==> src/rtl/i2c_slave_regfile.sv <==
`timescale 1ns/1ps
// I2C target exposing a 2**AW x 8 register file with auto-incrementing pointer; host port reads with 1-cycle latency.
// Pad events are seen 2+FILT clk late; no clock stretching, so the target never holds off the master.
module i2c_slave_regfile #(
  parameter logic [6:0] SLAVE_ADDR = 7'h50,
  parameter int         AW         = 4,
  parameter int         FILT       = 3
) (
  input  logic          clk,
  input  logic          reset_n,
  input  logic          scl_pad_i,
  input  logic          sda_pad_i,
  output logic          sda_pad_o,
  output logic          sda_padoen_o,
  input  logic [AW-1:0] host_addr,
  input  logic [7:0]    host_wdata,
  input  logic          host_we,
  output logic [7:0]    host_rdata,
  output logic          i2c_wr_valid,
  output logic [AW-1:0] i2c_wr_addr,
  output logic [7:0]    i2c_wr_data,
  output logic          busy
);

  localparam logic [3:0] IDLE      = 4'd0;
  localparam logic [3:0] ADDR      = 4'd1;
  localparam logic [3:0] ADDR_ACK  = 4'd2;
  localparam logic [3:0] PTR       = 4'd3;
  localparam logic [3:0] PTR_ACK   = 4'd4;
  localparam logic [3:0] WDATA     = 4'd5;
  localparam logic [3:0] WDATA_ACK = 4'd6;
  localparam logic [3:0] RDATA     = 4'd7;
  localparam logic [3:0] RACK      = 4'd8;
  localparam logic [3:0] IGNORE    = 4'd9;

  localparam int CW = (FILT > 2) ? $clog2(FILT) : 1;

  logic [1:0]    scl_sync, sda_sync;
  logic [CW-1:0] scl_cnt, sda_cnt;
  logic          scl_f, sda_f, scl_d, sda_d;
  logic          scl_rise, scl_fall, start_det, stop_det;
  logic [3:0]    state, bit_cnt;
  logic [7:0]    shreg, rx_byte, rd_byte;
  logic [AW-1:0] ptr;
  logic          rw, mack, sda_oe_n, commit;
  logic [7:0]    regs [2**AW];

  always_ff @(posedge clk or negedge reset_n) begin
    if (!reset_n) begin
      scl_sync <= 2'b11;
      sda_sync <= 2'b11;
    end else begin
      scl_sync <= {scl_sync[0], scl_pad_i};
      sda_sync <= {sda_sync[0], sda_pad_i};
    end
  end

  // A new level is accepted only after FILT consecutive cycles that disagree with the current one.
  always_ff @(posedge clk or negedge reset_n) begin
    if (!reset_n) begin
      scl_f   <= 1'b1;
      scl_cnt <= '0;
    end else if (scl_sync[1] == scl_f) begin
      scl_cnt <= '0;
    end else if (scl_cnt == CW'(FILT - 1)) begin
      scl_f   <= scl_sync[1];
      scl_cnt <= '0;
    end else begin
      scl_cnt <= scl_cnt + 1'b1;
    end
  end

  always_ff @(posedge clk or negedge reset_n) begin
    if (!reset_n) begin
      sda_f   <= 1'b1;
      sda_cnt <= '0;
    end else if (sda_sync[1] == sda_f) begin
      sda_cnt <= '0;
    end else if (sda_cnt == CW'(FILT - 1)) begin
      sda_f   <= sda_sync[1];
      sda_cnt <= '0;
    end else begin
      sda_cnt <= sda_cnt + 1'b1;
    end
  end

  always_ff @(posedge clk or negedge reset_n) begin
    if (!reset_n) begin
      scl_d <= 1'b1;
      sda_d <= 1'b1;
    end else begin
      scl_d <= scl_f;
      sda_d <= sda_f;
    end
  end

  assign scl_rise  = scl_f & ~scl_d;
  assign scl_fall  = ~scl_f & scl_d;
  assign start_det = scl_f & scl_d & sda_d & ~sda_f;
  assign stop_det  = scl_f & scl_d & ~sda_d & sda_f;
  assign rx_byte   = {shreg[6:0], sda_f};
  assign rd_byte   = regs[ptr];
  assign commit    = scl_rise & ~start_det & ~stop_det & (state == WDATA) & (bit_cnt == 4'd7);

  assign sda_pad_o    = 1'b0;
  assign sda_padoen_o = sda_oe_n;

  always_ff @(posedge clk or negedge reset_n) begin
    if (!reset_n) begin
      state        <= IDLE;
      bit_cnt      <= 4'd0;
      shreg        <= 8'h00;
      ptr          <= '0;
      rw           <= 1'b0;
      mack         <= 1'b1;
      sda_oe_n     <= 1'b1;
      busy         <= 1'b0;
      i2c_wr_valid <= 1'b0;
      i2c_wr_addr  <= '0;
      i2c_wr_data  <= 8'h00;
    end else begin
      i2c_wr_valid <= 1'b0;
      if (commit) begin
        i2c_wr_valid <= 1'b1;
        i2c_wr_addr  <= ptr;
        i2c_wr_data  <= rx_byte;
      end
      if (start_det) begin
        state    <= ADDR;
        bit_cnt  <= 4'd0;
        busy     <= 1'b0;
        sda_oe_n <= 1'b1;
      end else if (stop_det) begin
        state    <= IDLE;
        busy     <= 1'b0;
        sda_oe_n <= 1'b1;
      end else if (scl_rise) begin
        case (state)
          ADDR, PTR, WDATA: if (bit_cnt != 4'd8) begin
            shreg   <= rx_byte;
            bit_cnt <= bit_cnt + 4'd1;
            if (commit) ptr <= ptr + 1'b1;
          end
          RDATA:   if (bit_cnt != 4'd8) bit_cnt <= bit_cnt + 4'd1;
          RACK:    mack <= sda_f;
          default: ;
        endcase
      end else if (scl_fall) begin
        case (state)
          ADDR: if (bit_cnt == 4'd8) begin
            bit_cnt <= 4'd0;
            if (shreg[7:1] == SLAVE_ADDR) begin
              state    <= ADDR_ACK;
              rw       <= shreg[0];
              sda_oe_n <= 1'b0;
              busy     <= 1'b1;
            end else begin
              state <= IGNORE;
            end
          end
          PTR: if (bit_cnt == 4'd8) begin
            bit_cnt  <= 4'd0;
            ptr      <= shreg[AW-1:0];
            sda_oe_n <= 1'b0;
            state    <= PTR_ACK;
          end
          WDATA: if (bit_cnt == 4'd8) begin
            bit_cnt  <= 4'd0;
            sda_oe_n <= 1'b0;
            state    <= WDATA_ACK;
          end
          PTR_ACK, WDATA_ACK: begin
            sda_oe_n <= 1'b1;
            state    <= WDATA;
          end
          RDATA: if (bit_cnt == 4'd8) begin
            sda_oe_n <= 1'b1;
            state    <= RACK;
          end else begin
            shreg    <= {shreg[6:0], 1'b0};
            sda_oe_n <= shreg[6];
          end
          // ADDR_ACK (read) and RACK (master ACK) both start the next outgoing byte here.
          ADDR_ACK, RACK: begin
            if ((state == ADDR_ACK && !rw)) begin
              sda_oe_n <= 1'b1;
              state    <= PTR;
            end else if (state == RACK && mack) begin
              state <= IGNORE;
            end else begin
              shreg    <= rd_byte;
              sda_oe_n <= rd_byte[7];
              ptr      <= ptr + 1'b1;
              bit_cnt  <= 4'd0;
              state    <= RDATA;
            end
          end
          default: ;
        endcase
      end
    end
  end

  // The I2C commit is applied after the host write so it wins a same-register collision.
  always_ff @(posedge clk or negedge reset_n) begin
    if (!reset_n) begin
      for (int i = 0; i < 2**AW; i++) regs[i] <= 8'h00;
      host_rdata <= 8'h00;
    end else begin
      if (host_we) regs[host_addr] <= host_wdata;
      if (commit)  regs[ptr] <= rx_byte;
      host_rdata <= regs[host_addr];
    end
  end

endmodule
==> config.mk <==
export PLATFORM = sky130hd
export DESIGN_NAME = i2c_slave_regfile
export DESIGN_NICKNAME = d
export VERILOG_FILES = /design/src/rtl/i2c_slave_regfile.sv
export SDC_FILE = /design/constraint.sdc
export NUM_CORES = 1
export LEC_CHECK = 0
export ABC_AREA = 1
export BUFFER_PORTS_ARGS = -buffer_cell sky130_fd_sc_hd__buf_2
export CAP_MARGIN = 40
export CORE_ASPECT_RATIO = 1.5
export CORE_MARGIN = 2
export CORE_UTILIZATION = 50
export DETAILED_ROUTE_END_ITERATION = 12
export MAX_ROUTING_LAYER = met4
export PLACE_DENSITY = 0.79
export SLEW_MARGIN = 20
export SYNTH_ARGS = -nofsm -noshare
export SYNTH_HDL_FRONTEND = slang
export SYNTH_SLANG_ARGS = --single-unit
==> constraint.sdc <==
create_clock -name clk -period 3.3 [get_ports clk]
set_input_delay 0.165 -clock clk [delete_from_list [all_inputs] [get_ports clk]]
set_output_delay 0.165 -clock clk [all_outputs]
set_load 0.005 [all_outputs]
==> impl_metrics.py, run 1 <==
metrics = {
    "status": {
        "outcome": "finished, final reports clean",
    },
    "floorplan": {
        "design.die.area_um2": 24200,
        "pin_count": 41,
        "rows": 67,
        "coreArea_um2": 22500,
        "die_w_um": 128,
        "start_util_pct": 51.1,
        "fp.dieH_um": 190,
    },
    "yosys": {
        "synth_cells": 1586,
        "synth_top_area_share_pct": 38.1,
        "synth_area_per_cell_um2": 7.24,
        "seq_area_frac_synth_pct": 40.4,
        "yosys-top-cells-area": "dfrtp_1 (38%), nand2_1 (17%), o21ai_0 (8.7%), inv_1 (4.5%), o21ai_1 (3.5%)",
        "synth_area_leader_cell": "dfrtp_1",
        "yosysUniqueCellTypes": 41,
        "synth_area_um2": 11500,
        "yosysWarnings": 0,
        "synth_seq_cells": 185,
        "synthesis.nets": 1613,
    },
    "setup_path": {
        "regToRegSetupSlack_ns": 0.74,
        "crit_fanout": 29,
        "path_depth": 7,
        "critPathTopFamily": "simple AND/OR/NAND/NOR gates",
        "cpPeakStageDelay_ns": 0.58,
        "crit_path_end_kind": "flip-flop",
        "cp_num_buf_inv": 1,
        "critPathLaunchType": "flip-flop",
        "reg2regPathDepth": 7,
        "cp-startpoint": "scl_f$_DFFE_PN1P_",
        "reg2reg_to": "regs[39]$_DFF_PN0_",
        "crit_type": "reg -> reg",
        "critPathCapture": "regs[39]$_DFF_PN0_",
        "arrival_ns": 2.92,
        "critPathSlowestCell": "dfstp_2",
        "r2r-start": "scl_f$_DFFE_PN1P_",
        "path_cells": "ha_1 > nand2_2 > nor2_4 > nand2_4 > inv_2 > nand4_2 > o21ai_0",
        "cp.required_ns": 3.66,
    },
    "timing": {
        "hold_ws_ns": 0.189,
        "drv_slew": 0,
        "post-route-min-period_ns": 2.56,
        "period_share_pct": 77.5,
        "slew_headroom_pct": 46.5,
        "rsz0062_at_grt": "no",
        "worst_slack_ns": 0.742,
        "clock.fmax_mhz": 391,
        "setup_viol": 0,
        "worstMarginPinSlew_ns": 0.801,
        "fin_setup_tns_ns": 0,
        "skew_ns": 0.0153,
        "hold_viol_final": 0,
    },
    "run": {
        "drv_cap": 0,
    },
    "global_routing": {
        "grt_pass1_wl_um": 59600,
        "grt_pass1_vias": 10800,
        "grt_max_degree": 92,
        "antenna_found_initial": 0,
        "overflow": 0,
        "grt_usage_pct": 33.5,
    },
    "drt": {
        "drtIter0Drc": 1269,
        "vias": 11300,
        "drc": 0,
        "routedWlPerCell_um": 20.5,
        "postRouteWirelength_um": 38400,
        "ant_nets": 0,
        "via_per_inst": 6.02,
        "firstDrtPassIters": 6,
    },
    "clock_network": {
        "clk_latency_ns": 0.47,
        "h-tree-depth": 4,
        "clkTransAtPathRegs_ns": 0.08,
        "cts_resized": 0,
        "cts_tree": "built",
        "cts_buffers": 17,
        "numClockSinks": 185,
        "root_buffer": "clkbuf_16",
        "clock_path_buffers": 2,
    },
    "placed_design": {
        "gp_congestion": 1.01,
        "port_buffers": 39,
        "place_hpwl_um": 26200,
        "dpl_worst_slack_ns": 0.820,
    },
    "finish": {
        "final_core_util_pct": 55.6,
        "diodes": 0,
        "drive_above_1_share_pct": 11.7,
        "fill_cells": 2121,
        "final_nets": 1611,
        "syn_to_final_growth_pct": 8.77,
    },
    "pwr": {
        "p_clk_share_pct": 22.8,
        "switching_share_pct": 44.5,
        "powerDensity_nw_per_um2": 757,
        "comb_power_share_pct": 42.1,
        "p_int_uw": 5250,
        "seqPwrFrac_pct": 35.1,
        "power.switching_uw": 4210,
        "peakVddDrop_mv": 0.464,
        "p_leak_uw": 0.00623,
    },
    "min_path": {
        "whs_path_depth": 5,
        "hold_path_class": "in -> reg",
    },
}
[sequential cells by signal, indices dropped and copies added, names as in the netlist, 2 cells and up]
register	count
i2c_wr_data	8
sda_sync	2
regs	128
scl_sync	2
scl_cnt	2
ptr	4
state	4
sda_cnt	2
host_rdata	8
bit_cnt	4
shreg	8
i2c_wr_addr	4
[cell usage in the layout (no fill, tap or decap), drive strengths merged, types with 2 or more instances in the layout]
| cell | synthesis | layout |
|---|---|---|
| nand4 | 10 | 10 |
| inv | 143 | 149 |
| clkinv | 4 | 7 |
| a22oi | 32 | 32 |
| nor4 | 2 | 2 |
| dfstp | 10 | 10 |
| nand3 | 70 | 70 |
| dfrtp | 175 | 175 |
| o211ai | 32 | 32 |
| bufinv | 0 | 2 |
| nand2 | 531 | 531 |
| clkinvlp | 0 | 2 |
| a21oi | 35 | 35 |
| buf | 47 | 65 |
| xor2 | 2 | 2 |
| mux2i | 6 | 6 |
| nor3 | 7 | 7 |
| dlygate4sd3 | 0 | 3 |
| clkbuf | 43 | 20 |
| nor2 | 93 | 93 |
| ha | 10 | 10 |
| xnor2 | 2 | 2 |
| o221ai | 18 | 18 |
| o21ai | 311 | 311 |
[power by group through the flow]
stage,logic (uW),registers (uW),clock network [uW]
3_5_place_dp,3870,3330,0
4_1_cts,3890,3290,2160
3_3_place_gp,3680,3310,0
6_report,3980,3320,2160
5_1_grt,4380,3370,2260
2_1_floorplan,2730,3150,0
[layer usage]
| metal | global-route usage, % | share of wire (%) |
|---|---|---|
| met5 | - | 0 |
| met4 | 26.6 | 8.7 |
| met3 | 5.79 | 7.8 |
| met2 | 52.1 | 47 |
| met1 | 37.9 | 37 |
[stage by stage]
step / total power [uW] / instance area, um^2 / std cells
2_1_floorplan: 5880 / 11500 / 1586
3_3_place_gp: 6990 / 11700 / 1832
3_5_place_dp: 7200 / 11900 / 1838
4_1_cts: 9350 / 12500 / 1873
5_1_grt: 10000 / 12500 / 1873
6_report: 9460 / 12500 / 1873
[Yosys cell counts, drive strengths merged]
master	instances
nand2	531
o21ai	311
dfrtp	175
inv	143
nor2	93
nand3	70
buf	47
clkbuf	43
a21oi	35
a22oi	32
o211ai	32
o221ai	18
dfstp	10
ha	10
nand4	10
nor3	7
mux2i	6
clkinv	4
nor4	2
xnor2	2
xor2	2
a21boi	1
a31o	1
conb	1
[how the worst min path moves through the flow]
| stage | start | endpoint | slack, ns |
|---|---|---|---|
| after floorplan | reset_n | bit_cnt[0]$_DFFE_PN0P_ | -0.13 |
| after global placement | sda_pad_i | sda_sync[0]$_DFF_PN1_ | 0.27 |
| after detailed placement | scl_pad_i | scl_sync[0]$_DFF_PN1_ | 0.27 |
| after CTS | host_wdata[2] | regs[42]$_DFF_PN0_ | 0.18 |
| after global routing | host_wdata[2] | regs[82]$_DFF_PN0_ | 0.19 |
| final | host_wdata[2] | regs[42]$_DFF_PN0_ | 0.19 |
[area by class of cell]
class	count	area [um^2]	area share, %
Tap cell	276	345	2.76
Multi-Input combinational cell	1164	5800	46.5
Sequential cell	185	4640	37.2
Inverter	147	552	4.42
Timing Repair Buffer	69	544	4.36
Clock inverter	13	159	1.27
Clock buffer	19	443	3.55
[repair_timing]
action	4_1_cts	5_1_grt
hold buffers	3	0
endpoints found under the setup margin	0	0
hold endpoints to repair	83	0
setup buffers	0	0
[tightest hold or removal path: stages]
cell     delay (ns)
buf_2          0.17
nand2_1        0.08
o21ai_0        0.07
nand2_1        0.08
o21ai_2        0.05
[logic make-up (layout without fill, tap and decap cells)]
logic type | after synthesis | after routing | synth area share [%]
XOR/XNOR | 4 | 4 | 0.305
flip-flops | 185 | 185 | 40.4
AO/OA/AOI/OAI | 430 | 430 | 22.0
buffers and inverters | 237 | 248 | 9.10
other | 1 | 1 | 0.0327
multiplexers | 6 | 6 | 0.523
AND/OR/NAND/NOR | 713 | 713 | 26.6
adder cells (fa/ha/maj) | 10 | 10 | 1.09
Note: power is estimated with default switching activity, not from simulation.
==> inputs of run 2 (changes only) <==
PLACE_DENSITY = 0.81   (was 0.79)
clock period = 2.2 ns   (was 3.3 ns; I/O delays follow)
==> impl_metrics.py, run 2 (same netlist as run 1, synthesis figures left out) <==
metrics = {
    "finish": {
        "final_common_cell": "nand2_1",
        "final_nets": 1629,
        "syn_to_final_growth_pct": 9.64,
        "diodes": 0,
        "largest_reg_flops": 128,
        "final_cell_mix": "nand2_1 (512), o21ai_0 (200), dfrtp_1 (174), inv_1 (139), o21ai_1 (81)",
        "drive_above_1_share_pct": 12.9,
        "largest-register": "regs",
        "final_core_util_pct": 56.0,
    },
    "floorplan": {
        "fp.dieH_um": 190,
        "rows": 67,
        "die_w_um": 128,
        "pin_count": 41,
        "coreArea_um2": 22500,
        "start_util_pct": 51.1,
        "design.die.area_um2": 24200,
    },
    "min_path": {
        "hold_path_class": "in -> reg",
        "min_to": "regs[82]$_DFF_PN0_",
        "whs_path_depth": 3,
        "hold_start": "host_wdata[2]",
    },
    "drt": {
        "drtIter0Drc": 1524,
        "firstDrtPassIters": 6,
        "drc": 0,
        "routedWlPerCell_um": 20.3,
        "vias": 11400,
        "via_per_inst": 6.01,
        "ant_nets": 0,
        "postRouteWirelength_um": 38400,
    },
    "timing": {
        "hold_ws_ns": 0.137,
        "worstMarginPinSlew_ns": 0.704,
        "drv_slew": 0,
        "hold_viol_final": 0,
        "clock.fmax_mhz": 486,
        "period_share_pct": 93.5,
        "post-route-min-period_ns": 2.06,
        "setup_viol": 0,
        "skew_ns": 0.0160,
        "slew_headroom_pct": 53.0,
    },
    "clock_network": {
        "root_buffer": "clkbuf_16",
        "numClockSinks": 185,
        "post_cts_buffers": 0,
        "cts_buffers": 17,
        "cts_tree": "built",
        "clock_path_buffers": 2,
        "clkTransAtPathRegs_ns": 0.08,
        "h-tree-depth": 4,
        "clk_latency_ns": 0.46,
    },
    "global_routing": {
        "grt_pass1_vias": 10600,
        "grt_max_degree": 83,
        "antenna_found_initial": 0,
        "grt_usage_pct": 33.8,
        "grt_pass1_wl_um": 59900,
        "overflow": 0,
    },
    "pwr": {
        "peakVddDrop_mv": 0.727,
        "p_leak_uw": 0.00629,
        "powerDensity_nw_per_um2": 1130,
    },
    "status": {
        "outcome": "finished, final reports clean",
    },
    "setup_path": {
        "critPathLaunchType": "flip-flop",
        "regToRegSetupSlack_ns": 0.14,
        "crit_type": "reg -> reg",
        "cp-startpoint": "scl_f$_DFFE_PN1P_",
        "crit_fanout": 16,
        "reg2reg_to": "regs[21]$_DFF_PN0_",
        "arrival_ns": 2.40,
        "reg2regPathDepth": 8,
        "crit_path_end_kind": "flip-flop",
        "r2r-start": "scl_f$_DFFE_PN1P_",
        "cp.required_ns": 2.54,
    },
    "placed_design": {
        "gp_congestion": 1.03,
        "port_buffers": 39,
        "place_hpwl_um": 26300,
    },
    "run": {
        "drv_cap": 0,
    },
}
run 2: report_power, final:
group | total [uW] | switching (uW) | internal [uW] | leakage (uW)
sequential | 4930 | 695 | 4240 | 0.00224
combinational | 6210 | 4210 | 1990 | 0.00378
clock | 3060 | 1460 | 1600 | 0.000275
total | 14200 | 6370 | 7830 | 0.00629
run 2: worst max-delay path: stages (launching register included):
cell and delay (ns):
dfstp_2 0.59, ha_1 0.26, nand2_2 0.11, nor2_4 0.14, nand2_4 0.17, nor2_8 0.24, nand2_4 0.19, nor2_1 0.21
a21oi_2 0.04
run 2: area by class of cell:
cell class,count,area [um^2]
timing repair buffer,87,659
multi-input combinational,1164,5820
clock inverter,13,136
fill,2112,9880
inverter,147,556
tap,276,345
sequential,185,4640
clock buffer,19,433
run 2: worst max-delay path by stage:
stage	endpoint	slack [ns]	cells past startpoint
6_report	regs[21]$_DFF_PN0_	0.14	8
2_1_floorplan	regs[15]$_DFF_PN0_	0.24	10
3_3_place_gp	regs[99]$_DFF_PN0_	0.18	8
4_1_cts	regs[101]$_DFF_PN0_	0.05	9
5_1_grt	shreg[1]$_DFFE_PN0P_	-0.008	8
3_5_place_dp	regs[96]$_DFF_PN0_	0.08	8
run 2: stage by stage:
step                      power, uW  worst slack [ns]  instance area [um^2]  instances  TNS [ns]
final                         14200             0.144                 12600       1891         0
after global routing          15100          -0.00839                 12600       1891  -0.00839
after CTS                     14000            0.0535                 12600       1891         0
after detailed placement      10900            0.0819                 12000       1856         0
after global placement        10800             0.183                 12000       1856         0
after floorplan                8820             0.239                 11500       1586         0
run 2: routing by layer:
metal | GRT usage, % | up-vias | part of all wire (%)
met2 | 51.9 | 739 | 46
li1 | - | 5254 | -
met3 | 6.97 | 213 | 9.8
met4 | 25.9 | 0 | 9.2
met1 | 38.5 | 5157 | 35
met5 | - | - | 0
run 2: timing repair:
action / 4_1_cts / 5_1_grt
hold buffers: 3 / 0
gates resized for setup: 0 / 5
hold endpoints to repair: 65 / 0
setup endpoints to repair: 0 / 18
==> inputs of run 3 (changes only) <==
CORE_UTILIZATION = 45   (was 50)
PLACE_DENSITY = 0.75   (was 0.81)
==> impl_metrics.py, run 3 (same netlist as run 1, synthesis figures left out) <==
metrics = {
    "timing": {
        "skew_ns": 0.0131,
        "fin_setup_tns_ns": 0,
        "slew_headroom_pct": 50.8,
        "hold_viol_final": 0,
        "post-route-min-period_ns": 2.03,
        "worstMarginPinSlew_ns": 0.738,
        "period_share_pct": 92.1,
        "rsz0062_at_grt": "no",
        "setup_viol": 0,
        "hold_ws_ns": 0.125,
        "clock.fmax_mhz": 493,
        "drv_slew": 0,
    },
    "finish": {
        "largest_reg_flops": 128,
        "final_core_util_pct": 50.4,
        "final_cell_mix": "nand2_1 (513), o21ai_0 (200), dfrtp_1 (174), inv_1 (139), o21ai_1 (81)",
        "drive_above_1_share_pct": 12.8,
        "largest-register": "regs",
        "final_nets": 1627,
        "final_common_cell": "nand2_1",
        "fill_cells": 2449,
        "syn_to_final_growth_pct": 9.97,
    },
    "clock_network": {
        "numClockSinks": 185,
        "cts_buffers": 17,
        "clkTransAtPathRegs_ns": 0.07,
        "post_cts_buffers": 0,
        "clock_path_buffers": 2,
        "root_buffer": "clkbuf_16",
        "cts_tree": "built",
        "clk_latency_ns": 0.47,
        "h-tree-depth": 4,
    },
    "setup_path": {
        "critPathLaunchType": "flip-flop",
        "reg2regPathDepth": 8,
        "regToRegSetupSlack_ns": 0.17,
        "critPathCapture": "shreg[1]$_DFFE_PN0P_",
        "arrival_ns": 2.38,
        "r2r-start": "scl_f$_DFFE_PN1P_",
        "cp.required_ns": 2.56,
        "cp-startpoint": "scl_f$_DFFE_PN1P_",
        "crit_fanout": 10,
        "reg2reg_to": "shreg[1]$_DFFE_PN0P_",
        "crit_path_end_kind": "flip-flop",
        "crit_type": "reg -> reg",
    },
    "drt": {
        "via_per_inst": 5.88,
        "wl_met1_um": 14700,
        "firstDrtPassIters": 5,
        "routed.top_layer": "met4",
        "postRouteWirelength_um": 40000,
        "drtIter0Drc": 1363,
        "routedWlPerCell_um": 20.6,
        "vias": 11400,
        "drc": 0,
        "wl_met3_um": 2880,
        "wl_met2_um": 19000,
        "ant_nets": 0,
    },
    "min_path": {
        "hold_path_class": "in -> reg",
        "hold_start": "host_wdata[1]",
    },
    "run": {
        "drv_cap": 0,
    },
    "floorplan": {
        "rows": 71,
        "start_util_pct": 45.8,
        "coreArea_um2": 25100,
        "fp.dieH_um": 200,
        "design.die.area_um2": 26800,
        "pin_count": 41,
        "die_w_um": 134,
    },
    "global_routing": {
        "grt_pass1_wl_um": 62300,
        "grt_max_degree": 50,
        "grt_pass1_vias": 10800,
        "grt_usage_pct": 31.9,
        "overflow": 0,
        "antenna_found_initial": 1,
    },
    "status": {
        "outcome": "finished, final reports clean",
    },
    "pwr": {
        "power_uw": 14100,
        "p_leak_uw": 0.00628,
        "peakVddDrop_mv": 0.871,
        "powerDensity_nw_per_um2": 1120,
    },
    "placed_design": {
        "port_buffers": 39,
        "place_hpwl_um": 27500,
        "gp_congestion": 1.01,
    },
}
==> run 3: layer usage <==
layer	vias to the layer above	GRT usage, %
met5	-	-
met4	0	24.2
li1	5250	-
met3	211	4.92
met2	615	50.7
met1	5351	36.4
==> run 3: worst min-delay path by stage <==
stage | end | slack, ns | depth (start not counted)
global route | regs[17]$_DFF_PN0_ | 0.12 | 3
floorplan | bit_cnt[0]$_DFFE_PN0P_ | -0.19 | 0
CTS | regs[17]$_DFF_PN0_ | 0.11 | 3
detailed placement | i2c_wr_data[3]$_DFFE_PN0P_ | 0.09 | 1
finish | regs[17]$_DFF_PN0_ | 0.12 | 3
global placement | i2c_wr_data[3]$_DFFE_PN0P_ | 0.08 | 1
==> run 3: power breakdown <==
| part | leakage (uW) | total [uW] | switching (uW) | internal (uW) |
|---|---|---|---|---|
| Clock | 0.000264 | 3030 | 1420 | 1610 |
| Combinational | 0.00377 | 6160 | 4210 | 1960 |
| Sequential | 0.00224 | 4950 | 716 | 4240 |
| Total | 0.00628 | 14100 | 6350 | 7800 |
==> run 3: critical path, stage by stage (launching register included) <==
cell and delay (ns):
dfstp_2 0.58, ha_1 0.22, clkinv_1 0.26, nand2_1 0.14, nand3_1 0.14, nor2_4 0.26, inv_1 0.17, nand2_1 0.08
o21ai_1 0.06
==> run 3: repair_timing <==
action	4_1_cts	5_1_grt
setup endpoints to repair	0	13
resized for setup	0	4
hold buffers	3	0
endpoints found under the hold margin	81	0
==> run 3: layout make-up <==
type	count	area [um^2]	area share (%)
clock buffers	20	457	3.62
inverters	147	552	4.37
clock inverters	12	101	0.803
repair buffers	85	644	5.10
flip-flops and latches	185	4640	36.8
multi-input cells	1164	5820	46.1
well taps	328	410	3.25
diodes	1	2.50	0.0198
==> run 3: stage by stage <==
stage	area, um^2	cells	setup slack (ns)
finish	12600	1942	0.173
global route	12600	1942	0.0130
CTS	12600	1941	0.0933
detailed placement	12000	1906	0.109
global placement	12000	1906	0.194
floorplan	11500	1586	0.239
